File: src/rtl/data_sink.sv
// Receive-side message sink: buffers one GF(16) information frame, checks it against
// the fixed test message and reports completion. Define GOLDEN_CHECK_EN to compile in the checker.
module data_sink #(
    parameter int unsigned MSG_LEN     = 11,
    parameter int unsigned SYM_W       = 4,
    parameter int unsigned FRAME_CNT_W = 8
) (
    input  logic                   clk,
    input  logic                   reset,
    input  logic                   sof,
    input  logic                   data_valid,
    input  logic [0:SYM_W-1]       Data_in,
    input  logic [3:0]             rd_addr,
    output logic [0:SYM_W-1]       rd_data,
    output logic                   busy,
    output logic                   end_of_frame,
    output logic                   frame_ok,
    output logic [3:0]             err_count,
    output logic [FRAME_CNT_W-1:0] frames_rx,
    output logic                   frame_abort
);

    localparam int unsigned IDX_W = 4;
    localparam logic [IDX_W-1:0] LAST_IDX = IDX_W'(MSG_LEN - 1);
    localparam logic [IDX_W-1:0] BUF_LEN  = IDX_W'(MSG_LEN);

    localparam logic [1:0] S_IDLE    = 2'd0;
    localparam logic [1:0] S_RECEIVE = 2'd1;
    localparam logic [1:0] S_DONE    = 2'd2;

    logic [1:0]             state, state_next;
    logic [IDX_W-1:0]       index, index_next;
    logic [0:SYM_W-1]       buffer [MSG_LEN];
    logic                   wr_en;
    logic [IDX_W-1:0]       wr_idx;
    logic                   mismatch;
    logic [3:0]             err_inc;
    logic                   busy_next, eof_next, ok_next, abort_next;
    logic [3:0]             err_next;
    logic [FRAME_CNT_W-1:0] frames_next;

`ifdef GOLDEN_CHECK_EN
    // Test message X^0, X^1, X^4, X^2, X^8, X^5, X^10, X^3, X^14, X^9, X^7; zero beyond.
    function automatic logic [0:SYM_W-1] golden(input logic [IDX_W-1:0] idx);
        case (idx)
            4'd0:    return 4'b1000;
            4'd1:    return 4'b0100;
            4'd2:    return 4'b1100;
            4'd3:    return 4'b0010;
            4'd4:    return 4'b1010;
            4'd5:    return 4'b0110;
            4'd6:    return 4'b1110;
            4'd7:    return 4'b0001;
            4'd8:    return 4'b1001;
            4'd9:    return 4'b0101;
            4'd10:   return 4'b1101;
            default: return 4'b0000;
        endcase
    endfunction
`endif

    // A sof symbol always lands in word 0; otherwise continue at the running index.
    always_comb begin
        wr_idx = (state == S_RECEIVE && !sof) ? index : '0;
`ifdef GOLDEN_CHECK_EN
        mismatch = (Data_in != golden(wr_idx));
`else
        mismatch = 1'b0;
`endif
        err_inc = (err_count == 4'hF) ? err_count : err_count + 4'(mismatch);
    end

    always_comb begin
        state_next  = state;
        index_next  = index;
        wr_en       = 1'b0;
        busy_next   = busy;
        eof_next    = 1'b0;
        abort_next  = 1'b0;
        ok_next     = frame_ok;
        err_next    = err_count;
        frames_next = frames_rx;
        case (state)
            S_IDLE: begin
                if (data_valid && sof) begin
                    wr_en      = 1'b1;
                    index_next = IDX_W'(1);
                    err_next   = 4'(mismatch);
                    ok_next    = 1'b0;
                    busy_next  = 1'b1;
                    state_next = S_RECEIVE;
                end
            end
            S_RECEIVE: begin
                if (data_valid) begin
                    wr_en = 1'b1;
                    if (sof) begin
                        abort_next = 1'b1;
                        index_next = IDX_W'(1);
                        err_next   = 4'(mismatch);
                        ok_next    = 1'b0;
                    end else if (index == LAST_IDX) begin
                        err_next    = err_inc;
                        ok_next     = (err_inc == 4'd0);
                        eof_next    = 1'b1;
                        busy_next   = 1'b0;
                        index_next  = '0;
                        frames_next = (&frames_rx) ? frames_rx : frames_rx + FRAME_CNT_W'(1);
                        state_next  = S_DONE;
                    end else begin
                        err_next   = err_inc;
                        index_next = index + IDX_W'(1);
                    end
                end
            end
            S_DONE: begin
                state_next = S_IDLE;
            end
            default: begin
                state_next = S_IDLE;
            end
        endcase
    end

    always_ff @(posedge clk) begin
        if (reset) begin
            state        <= S_IDLE;
            index        <= '0;
            busy         <= 1'b0;
            end_of_frame <= 1'b0;
            frame_abort  <= 1'b0;
            frame_ok     <= 1'b0;
            err_count    <= '0;
            frames_rx    <= '0;
            buffer       <= '{default: '0};
        end else begin
            state        <= state_next;
            index        <= index_next;
            busy         <= busy_next;
            end_of_frame <= eof_next;
            frame_abort  <= abort_next;
            frame_ok     <= ok_next;
            err_count    <= err_next;
            frames_rx    <= frames_next;
            if (wr_en) begin
                buffer[wr_idx] <= Data_in;
            end
        end
    end

    // Random-access read; out-of-range addresses read as zero.
    always_comb begin
        rd_data = '0;
        if (rd_addr < BUF_LEN) begin
            rd_data = buffer[rd_addr];
        end
    end

endmodule

File: config.mk
export PLATFORM = sky130hd
export DESIGN_NAME = data_sink
export DESIGN_NICKNAME = d
export VERILOG_FILES = /design/src/rtl/data_sink.sv
export SDC_FILE = /design/constraint.sdc
export NUM_CORES = 1
export LEC_CHECK = 0
export CORE_MARGIN = 10
export CORE_UTILIZATION = 56
export CTS_BUF_LIST = sky130_fd_sc_hd__clkbuf_16
export DETAILED_ROUTE_END_ITERATION = 7
export PLACE_DENSITY = 0.86
export SYNTH_ARGS = -nofsm -noshare
export SYNTH_HDL_FRONTEND = slang
export SYNTH_SLANG_ARGS = --single-unit
File: constraint.sdc
create_clock -name clk -period 3.28 [get_ports clk]
set_input_delay 0.656 -clock clk [delete_from_list [all_inputs] [get_ports clk]]
set_output_delay 0.656 -clock clk [all_outputs]
set_load 0.01 [all_outputs]
==> results_dict.tcl <==
set metrics [dict create \
    outcome "complete, no violations" \
    clock_path_buffers 2 \
    die_area_um2 8650 \
    powerDensity_nw_per_um2 474 \
    synth_top_area_share 0.416 \
    grtUsageMet1 0.188 \
    initial_utilization 0.581 \
    critPathCaptureType "output pin" \
    worst-endpoint-arrival_ns 2.55 \
    drt_iter0_markers 182 \
    wirelength_um 6870 \
    final_area_um2 3530 \
    p_leak_uw 0.00125 \
    dp_hpwl_um 4780 \
    finalMaxSlewViolations 0 \
    grtUsageMet2 0.280 \
    crit_path_start_kind "input pin" \
    yosysUniqueCellTypes 42 \
    final_nets 343 \
    antenna_found_initial 0 \
    rows 26 \
    p_sw_uw 379 \
    async_flop_share 0 \
    netlist_instances 307 \
    io-pin-count 32 \
    dr.pass1.iters 4 \
    stdcell_count 401 \
    nFillCells 414 \
    cap_violations 0 \
    totalPowerFinal_uw 1670 \
    cts_hold_buf 0 \
    grtUsageMet3 0.0480 \
    port_buffers 27 \
    via_per_inst 5.95 \
    worstSetupPathType "in2out" \
    seq_power_share 0.460 \
    maxSlewHeadroom 0.462 \
    p_clk_frac 0.479 \
    avgSynthCellArea_um2 9.72 \
    diodes 0 \
    post_drt_wl_per_cell_um 17.1 \
    postRouteAntennaNets 0 \
    coreArea_um2 5140 \
    max_freq_mhz 312 \
    hold_violations 0 \
    post_cts_buffers 0 \
    tightest_slew_ns 0.807 \
    period_share 0.976 \
    clockRootBuffer "clkbuf_16" \
    grt.busiest_layer "met2" \
    finClkSkew_ns 0.00369 \
    area_delta_synth_final_pct 18.2 \
    overflow 0 \
    multi_input_area_um2 1630 \
    p_sw_frac 0.227 \
    drc 0 \
    clk_latency_ns 0.33 \
    cts_tree "yes" \
    yosys_warnings 0 \
    clkTransAtPathRegs_ns 0.05 \
    dpl.cell_count 387 \
    final_cell_mix "62 x dfxtp_1, 44 x nor2_1, 41 x mux2i_1, 22 x clkdlybuf4s50_1, 13 x nand2b_1" \
    grt_max_degree 53 \
    die_w_um 93.0 \
    ff_latch_area_um2 1240 \
    cts_sinks 62 \
    numCtsBuffers 9 \
    ys_seq_elements 62 \
    die_y_um 93.0 \
    place.gp.congestion 0.912 \
    grt_pass1_vias 2303 \
    htree_levels 3 \
    pwr-share-comb 0.060 \
    period_needed_ns 3.20 \
    layout-drive-gt1-share 0.0997 \
    required_ns 2.62 \
    finalSetupViolations 0 \
    intPower_uw 1290 \
    synth-edff-count 0 \
    grt.total_usage 0.165 \
    final_common_cell "dfxtp_1" \
    place_area_um2 3290 \
    yosysSeqAreaShare 0.416 \
    yosysTopAreaCell "dfxtp_1" \
    vias 2385 \
    hp-class "reg2reg" \
    path_max_fanout 14 \
    grt_pass1_wl_um 11400 \
    synthFlopType "dfxtp_1" \
    postCtsResizedCells 4 \
    syn_area_um2 2990 \
    vdd_drop_max_mv 0.402 \
    synth.area.top_cells "dfxtp_1 42%, mux2i_1 14%, mux4_2 6.0%" \
    rsz0062_at_grt "false" \
]
[power groups by stage]
| stage | combinational [uW] | sequential [uW] | clock (uW) |
|---|---|---|---|
| 2_1_floorplan | 70.5 | 781 | 0 |
| 3_3_place_gp | 97.6 | 785 | 0 |
| 3_5_place_dp | 99.2 | 785 | 0 |
| 4_1_cts | 100 | 770 | 799 |
| 5_1_grt | 110 | 770 | 837 |
| 6_report | 101 | 770 | 801 |
[worst max-delay path: stages]
cell and delay [ns]:
clkdlybuf4s50_1 0.51, buf_12 0.16, mux4_2 0.49, a22oi_1 0.21
o21ai_0 0.18, dlygate4sd2_1 0.33
[worst paths after layout]
kind	from	to	slack (ns)	cells after the start
hold / removal	frame_ok	frame_ok	0.48	2
setup reg to reg	index[0]	index[2]	1.18	6
setup / recovery	rd_addr[0]	rd_data[3]	0.08	6
hold reg to reg	frame_ok	frame_ok	0.48	2
[state kept, by name, indices dropped and copies added (netlist names)]
register / flops
end_of_frame: 1
frames_rx: 8
index: 4
busy: 1
frame_ok: 1
state: 2
frame_abort: 1
buffer: 44
[layout make-up]
class / instances / share of cell area
clock buffers: 9 / 0.0638
clock inverters: 5 / 0.00603
inverters: 2 / 0.00213
multi-input cells: 222 / 0.462
flip-flops and latches: 62 / 0.352
well taps: 70 / 0.0248
repair buffers: 31 / 0.0893
[synthesized netlist by cell type, drive strengths merged (4+ instances only)]
library cell and instances:
o21ai 18, nor4 6, a22oi 4, buf 13
nor2 44, nor2b 5, a21oi 11, mux2i 41
a211oi 5, nor3 12, dfxtp 62, nand3 6
nand2b 13, clkbuf 11, nand3b 12, nand2 11
mux4 8
[metal layers]
metal,vias up,part of all wire
met5,-,0
met4,0,0.019
met3,11,0.070
met2,85,0.50
met1,1151,0.41
li1,1138,-
[per-stage QoR]
stage	setup TNS (ns)	worst slack (ns)	utilization	hold slack, ns
detailed placement	-0.0237	-0.0237	0.640	0.472
global route	0	0.0296	0.687	0.504
global placement	-0.0541	-0.0351	0.640	0.470
CTS	0	0.101	0.687	0.481
finish	0	0.0785	0.687	0.476
floorplan	0	0.470	-	0.450
[cell families after synthesis]
family | count (synthesis) | share of synthesized area
buffers and inverters | 26 | 0.0415
adders and majority gates | 3 | 0.0126
muxes | 49 | 0.198
AOI/OAI and AO/OA | 46 | 0.0910
and+or+nand+nor | 119 | 0.237
other | 1 | 0.00126
DFF | 62 | 0.416
xor gates and xnor gates | 1 | 0.00293
Note: power is estimated with default switching activity, not from simulation.
==> patch 1 (same flow settings) <==
`IDX_W`: 4 -> 5.
--- a/src/rtl/data_sink.sv
+++ b/src/rtl/data_sink.sv
@@ -22,3 +22,3 @@
 
-    localparam int unsigned IDX_W = 4;
+    localparam int unsigned IDX_W = 5;
     localparam logic [IDX_W-1:0] LAST_IDX = IDX_W'(MSG_LEN - 1);
Formal check against the unedited RTL: same outputs for any inputs over 4 cycles, from zero or initial values and one cycle with reset high; that may be too few to reach the edited logic, so the function may still have changed.
==> patch 1 against the unedited design <==
Synthesized area rose by 0.46%. Core utilization rose by 0.92 points. Total power rose by 8.5%. Setup slack improved by 0.11 ns. Wire length rose by 2.5%. Global-route usage rose by 0.85 points. Clock power rose by 16%. Sequential cell count rose by 1. Final area rose by 1.3%. Synthesized cell count rose by 2.3%. Register-to-register slack got worse by 0.11 ns. Sequential share of layout area rose by 0.092 points. Critical endpoint unchanged.
==> patch 1: results (changes against the unedited design) <==
status: "finished clean"  # unchanged
relSlewSlack: 0.6672  # was 0.4619
top_regs: "buffer x44, frames_rx x8, index x5"  # was buffer x44, frames_rx x8, index x4
synth_adder_area_share: 0.01252  # was 0.01257
place.gp.congestion: 0.9716  # was 0.9118
fin_hold_ws_ns: 0.4925  # was 0.4761 ns
grt_pass1_vias: 2385  # was 2303
drtIter0Drc: 287  # was 182
postCtsResizedCells: 2  # was 4
finClkSkew_ns: 0.005443  # was 0.003691 ns
synthMuxAreaShare: 0.1702  # was 0.1978
fin_nets: 350  # was 343
comb_power_share: 0.055  # was 0.060
synth.yosys.seq_area_share: 0.4205  # was 0.4158
drive_gt1_frac: 0.09118  # was 0.09970
ir_drop_v: 0.0006427  # was 0.0004018 V
grt_max_degree: 36  # was 53
reg2reg_depth: 6  # unchanged
vias_per_cell: 5.939  # was 5.948
track_usage: 0.1734  # was 0.1649
min_to: "buffer[27]"  # was frame_ok
cp_slowest_cell: "mux4_2"  # was clkdlybuf4s50_1
synth_compound_area_frac: 0.1189  # was 0.09095
rrSetupSlack_ns: 1.07  # was 1.18 ns
synth_area_leaders: "dfxtp_1, mux2i_1, nor2_1, mux4_2, o21ai_0"  # was dfxtp_1, mux2i_1, mux4_2, nor2_1, nand3b_1
dr.pass1.iters: 5  # was 4
place_inst: 394  # was 387
startpoint: "rd_addr[0]"  # unchanged
intPower_w: 0.001395  # was 0.001293 W
worstHoldStart: "buffer[27]"  # was frame_ok
routed_wl_um: 7049  # was 6874 um
p_leak_nw: 1.414  # was 1.246 nW
rr_endpoint: "frames_rx[3]"  # was index[2]
seq_power_share: 0.432  # was 0.460
ys_top_cells_by_count: "dfxtp_1, nor2_1, mux2i_1"  # unchanged
setup_slack_ns: 0.1868  # was 0.07846 ns
place_hpwl_um: 4954  # was 4781 um
syn_area_per_cell_um2: 9.551  # was 9.724 um^2
postCtsSetupBuffers: 0  # unchanged
pwr_density_cell_mw_per_mm2: 506.8  # was 473.5 mW/mm^2
grt_pass1_wl_um: 11970  # was 11400 um
place_area_mm2: 0.003286  # was 0.003288 mm^2
[patch 1: cell types whose count changed in the layout (fill, tap and decap cells not counted), moves of 4 or more]
cell / before / now
nor3b_1: 0 / 4
nor2_1: 44 / 49
nor3_4: 4 / 0
nand2b_1: 13 / 7
mux2i_1: 41 / 33
o21ai_1: 9 / 0
nand4_1: 1 / 6
o21ai_0: 9 / 28
nor2b_1: 5 / 9
[patch 1: per-layer routing]
metal  vias up  GRT usage  share of wire
met5         -          0              0
met4         0    0.08355          0.021
met3        13    0.04077          0.059
met2        94     0.2810           0.49
met1      1165     0.2120           0.43
li1       1163          -              -
[patch 1: area by class of cell]
cell class	instances	area [um^2]
flip-flops and latches	63	1261
well taps	70	87.58
clock inverters	7	63.81
clock buffers	9	225.2
multi-input cells	228	1613
fillers	406	1563
inverters	3	11.26
repair buffers	30	315.3
==> patch 2 (same settings) <==
Made on the original files. Register the inputs `sof`, `data_valid` and `rd_addr` before use. The logic sees them one clock later. The other inputs are not delayed to match.
--- a/src/rtl/data_sink.sv
+++ b/src/rtl/data_sink.sv
@@ -29,2 +29,12 @@
     localparam logic [1:0] S_DONE    = 2'd2;
+
+    logic sof_q;
+    logic data_valid_q;
+    logic [3:0] rd_addr_q;
+
+    always_ff @(posedge clk) begin
+        sof_q        <= sof;
+        data_valid_q <= data_valid;
+        rd_addr_q    <= rd_addr;
+    end
 
@@ -63,3 +73,3 @@
     always_comb begin
-        wr_idx = (state == S_RECEIVE && !sof) ? index : '0;
+        wr_idx = (state == S_RECEIVE && !sof_q) ? index : '0;
 `ifdef GOLDEN_CHECK_EN
@@ -84,3 +94,3 @@
             S_IDLE: begin
-                if (data_valid && sof) begin
+                if (data_valid_q && sof_q) begin
                     wr_en      = 1'b1;
@@ -94,5 +104,5 @@
             S_RECEIVE: begin
-                if (data_valid) begin
+                if (data_valid_q) begin
                     wr_en = 1'b1;
-                    if (sof) begin
+                    if (sof_q) begin
                         abort_next = 1'b1;
@@ -153,4 +163,4 @@
         rd_data = '0;
-        if (rd_addr < BUF_LEN) begin
-            rd_data = buffer[rd_addr];
+        if (rd_addr_q < BUF_LEN) begin
+            rd_data = buffer[rd_addr_q];
         end
Behaviour: not the same (a bounded check fails within 4 cycles, from zero or initial values and one cycle with reset high).
==> patch 2 against the unedited design <==
Setup slack better by 0.16 ns. Cell count up 1.0%. Final area is 3.9% higher. Total power rose by 6.9%. First-iteration DRC count decreased by 31%. Synthesized cell count up 0.65%. Count of clock-buffer cells in the layout stayed put. Via count decreased by 2.0%. Wire length fell by 1.5%. Synthesized area increased by 5.3%. Sequential cell count rose by 6.
==> patch 2: results (changes against the unedited design) <==
antenna_found_initial: 0  # unchanged
place.gp.congestion: 0.9094  # was 0.9118
ys_async_sr_fraction: 0  # unchanged
place_hpwl_um: 4797  # was 4781 um
drtIter0Drc: 125  # was 182
status: "finished clean"  # unchanged
whs_path_depth: 2  # unchanged
worstHoldStart: "buffer[34]"  # was frame_ok
synth.yosys.seq_area_share: 0.4329  # was 0.4158
cp_max_fo: 14  # unchanged
grt_pass1_wl_um: 11310  # was 11400 um
rr_endpoint: "frames_rx[7]"  # was index[2]
rrSetupSlack_ns: 1.10  # was 1.18 ns
drive_gt1_frac: 0.1081  # was 0.09970
portBuffers: 27  # unchanged
hold_path.class: "flop to flop"  # unchanged
min_to: "buffer[34]"  # was frame_ok
p_sw_w: 0.0004108  # was 0.0003786 W
relSlewSlack: 0.5728  # was 0.4619
grt_max_degree: 39  # was 53
reg2reg_depth: 5  # was 6
fin_nets: 343  # unchanged
vias_per_cell: 5.770  # was 5.948
cap_violations: 0  # unchanged
finClkSkew_ns: 0.004344  # was 0.003691 ns
insertion_delay_ns: 0.33  # about the same
ys_top_cells_by_count: "dfxtp_1, nor2_1, mux2i_1"  # unchanged
ys_types: 48  # was 42
path_clk_slew_ns: 0.06
p_leak_nw: 1.309  # was 1.246 nW
top_regs: "buffer x44, frames_rx x8"  # was buffer x44, frames_rx x8, index x4
clockBufferDepth: 2  # unchanged
final.fill_count: 426  # was 414
r2r_start: "index[1]"  # was index[0]
setup_viol: 0  # unchanged
ir_drop_v: 0.0004304  # was 0.0004018 V
postCtsResizedCells: 0  # was 4
cp.arrival_ns: 2.39  # was 2.55 ns
dr.pass1.iters: 4  # unchanged
routed_wl_um: 6773  # was 6874 um
ys_warn_count: 0  # unchanged
cts_buffers: 9  # unchanged
htreeDepth: 3  # unchanged
num_antenna_cells: 0  # unchanged
postCtsSetupBuffers: 0  # unchanged
track_usage: 0.1598  # was 0.1649
clock_tree.root_cell: "clkbuf_16"  # unchanged
synth_area_leaders: "dfxtp_1, mux2i_1, mux4_2, nor2_1, nor3_4"  # was dfxtp_1, mux2i_1, mux4_2, nor2_1, nand3b_1
[patch 2: cell types whose count changed after synthesis, sizes merged, moves of 2 or more]
| cell | delta |
|---|---|
| dfxtp | +6 |
| nor4 | -2 |
| mux2i | +2 |
| nor2b | -2 |
| nand4 | +2 |
| a21oi | -3 |
| and4b | +2 |
| nand3 | -3 |
| nand2 | -4 |
| o21ai | -2 |
[patch 2: worst max-delay path by stage]
stage,start,end,slack [ns],cells past startpoint
floorplan,rd_addr_q[0],rd_data[0],0.92,5
global placement,rd_addr_q[0],rd_data[0],0.58,4
detailed placement,rd_addr_q[0],rd_data[0],0.56,4
CTS,rd_addr_q[0],rd_data[0],0.21,4
global route,rd_addr_q[0],rd_data[3],0.03,4
finish,rd_addr_q[0],rd_data[0],0.24,4
[patch 2: final cells by class]
type	instances	area share
inverter	2	0.002048
tap	72	0.02457
multi-input combinational	218	0.4543
clock buffer	9	0.06143
clock inverter	7	0.009898
timing repair buffer	29	0.07645
sequential	68	0.3713
[patch 2: per-layer routing]
metal  track usage  part of all wire
met1        0.1969              0.42
met2        0.2557              0.50
met3       0.04124             0.060
met4       0.07481             0.016
met5             0                 0
[patch 2: power groups by stage]
stage / logic (W) / registers (W) / clock network [W]
2_1_floorplan: 0.0000731 / 0.000862 / 0
3_3_place_gp: 0.0000849 / 0.000871 / 0
3_5_place_dp: 0.0000869 / 0.000871 / 0
4_1_cts: 0.0000881 / 0.000853 / 0.000852
5_1_grt: 0.0000962 / 0.000856 / 0.000884
6_report: 0.0000884 / 0.000854 / 0.000844
[patch 2: logic make-up after synthesis]
logic type,Yosys count,share of synthesized area
fa+ha+maj,3,0.01194
mux,51,0.1942
buf+inv,26,0.04099
simple gates,117,0.2340
flops,68,0.4330
compound gates,40,0.07641
xor+xnor,3,0.008358
other cells,1,0.001193
[patch 2: critical path, stage by stage (launching register included)]
cell	delay, ns
dfxtp_1	0.69
mux4_2	0.58
a22oi_1	0.18
o21ai_0	0.11
clkdlybuf4s50_1	0.49
[patch 2: through the flow]
| stage | instance area [um^2] | hold WS [ns] | setup slack [ns] | cells | power (W) |
|---|---|---|---|---|---|
| floorplan | 3156 | 0.4497 | 0.9202 | 312 | 0.0009347 |
| global placement | 3405 | 0.4726 | 0.5778 | 389 | 0.0009556 |
| detailed placement | 3405 | 0.4794 | 0.5629 | 389 | 0.0009582 |
| CTS | 3666 | 0.4923 | 0.2062 | 405 | 0.001793 |
| global route | 3666 | 0.5139 | 0.03349 | 405 | 0.001836 |
| finish | 3666 | 0.4907 | 0.2359 | 405 | 0.001786 |
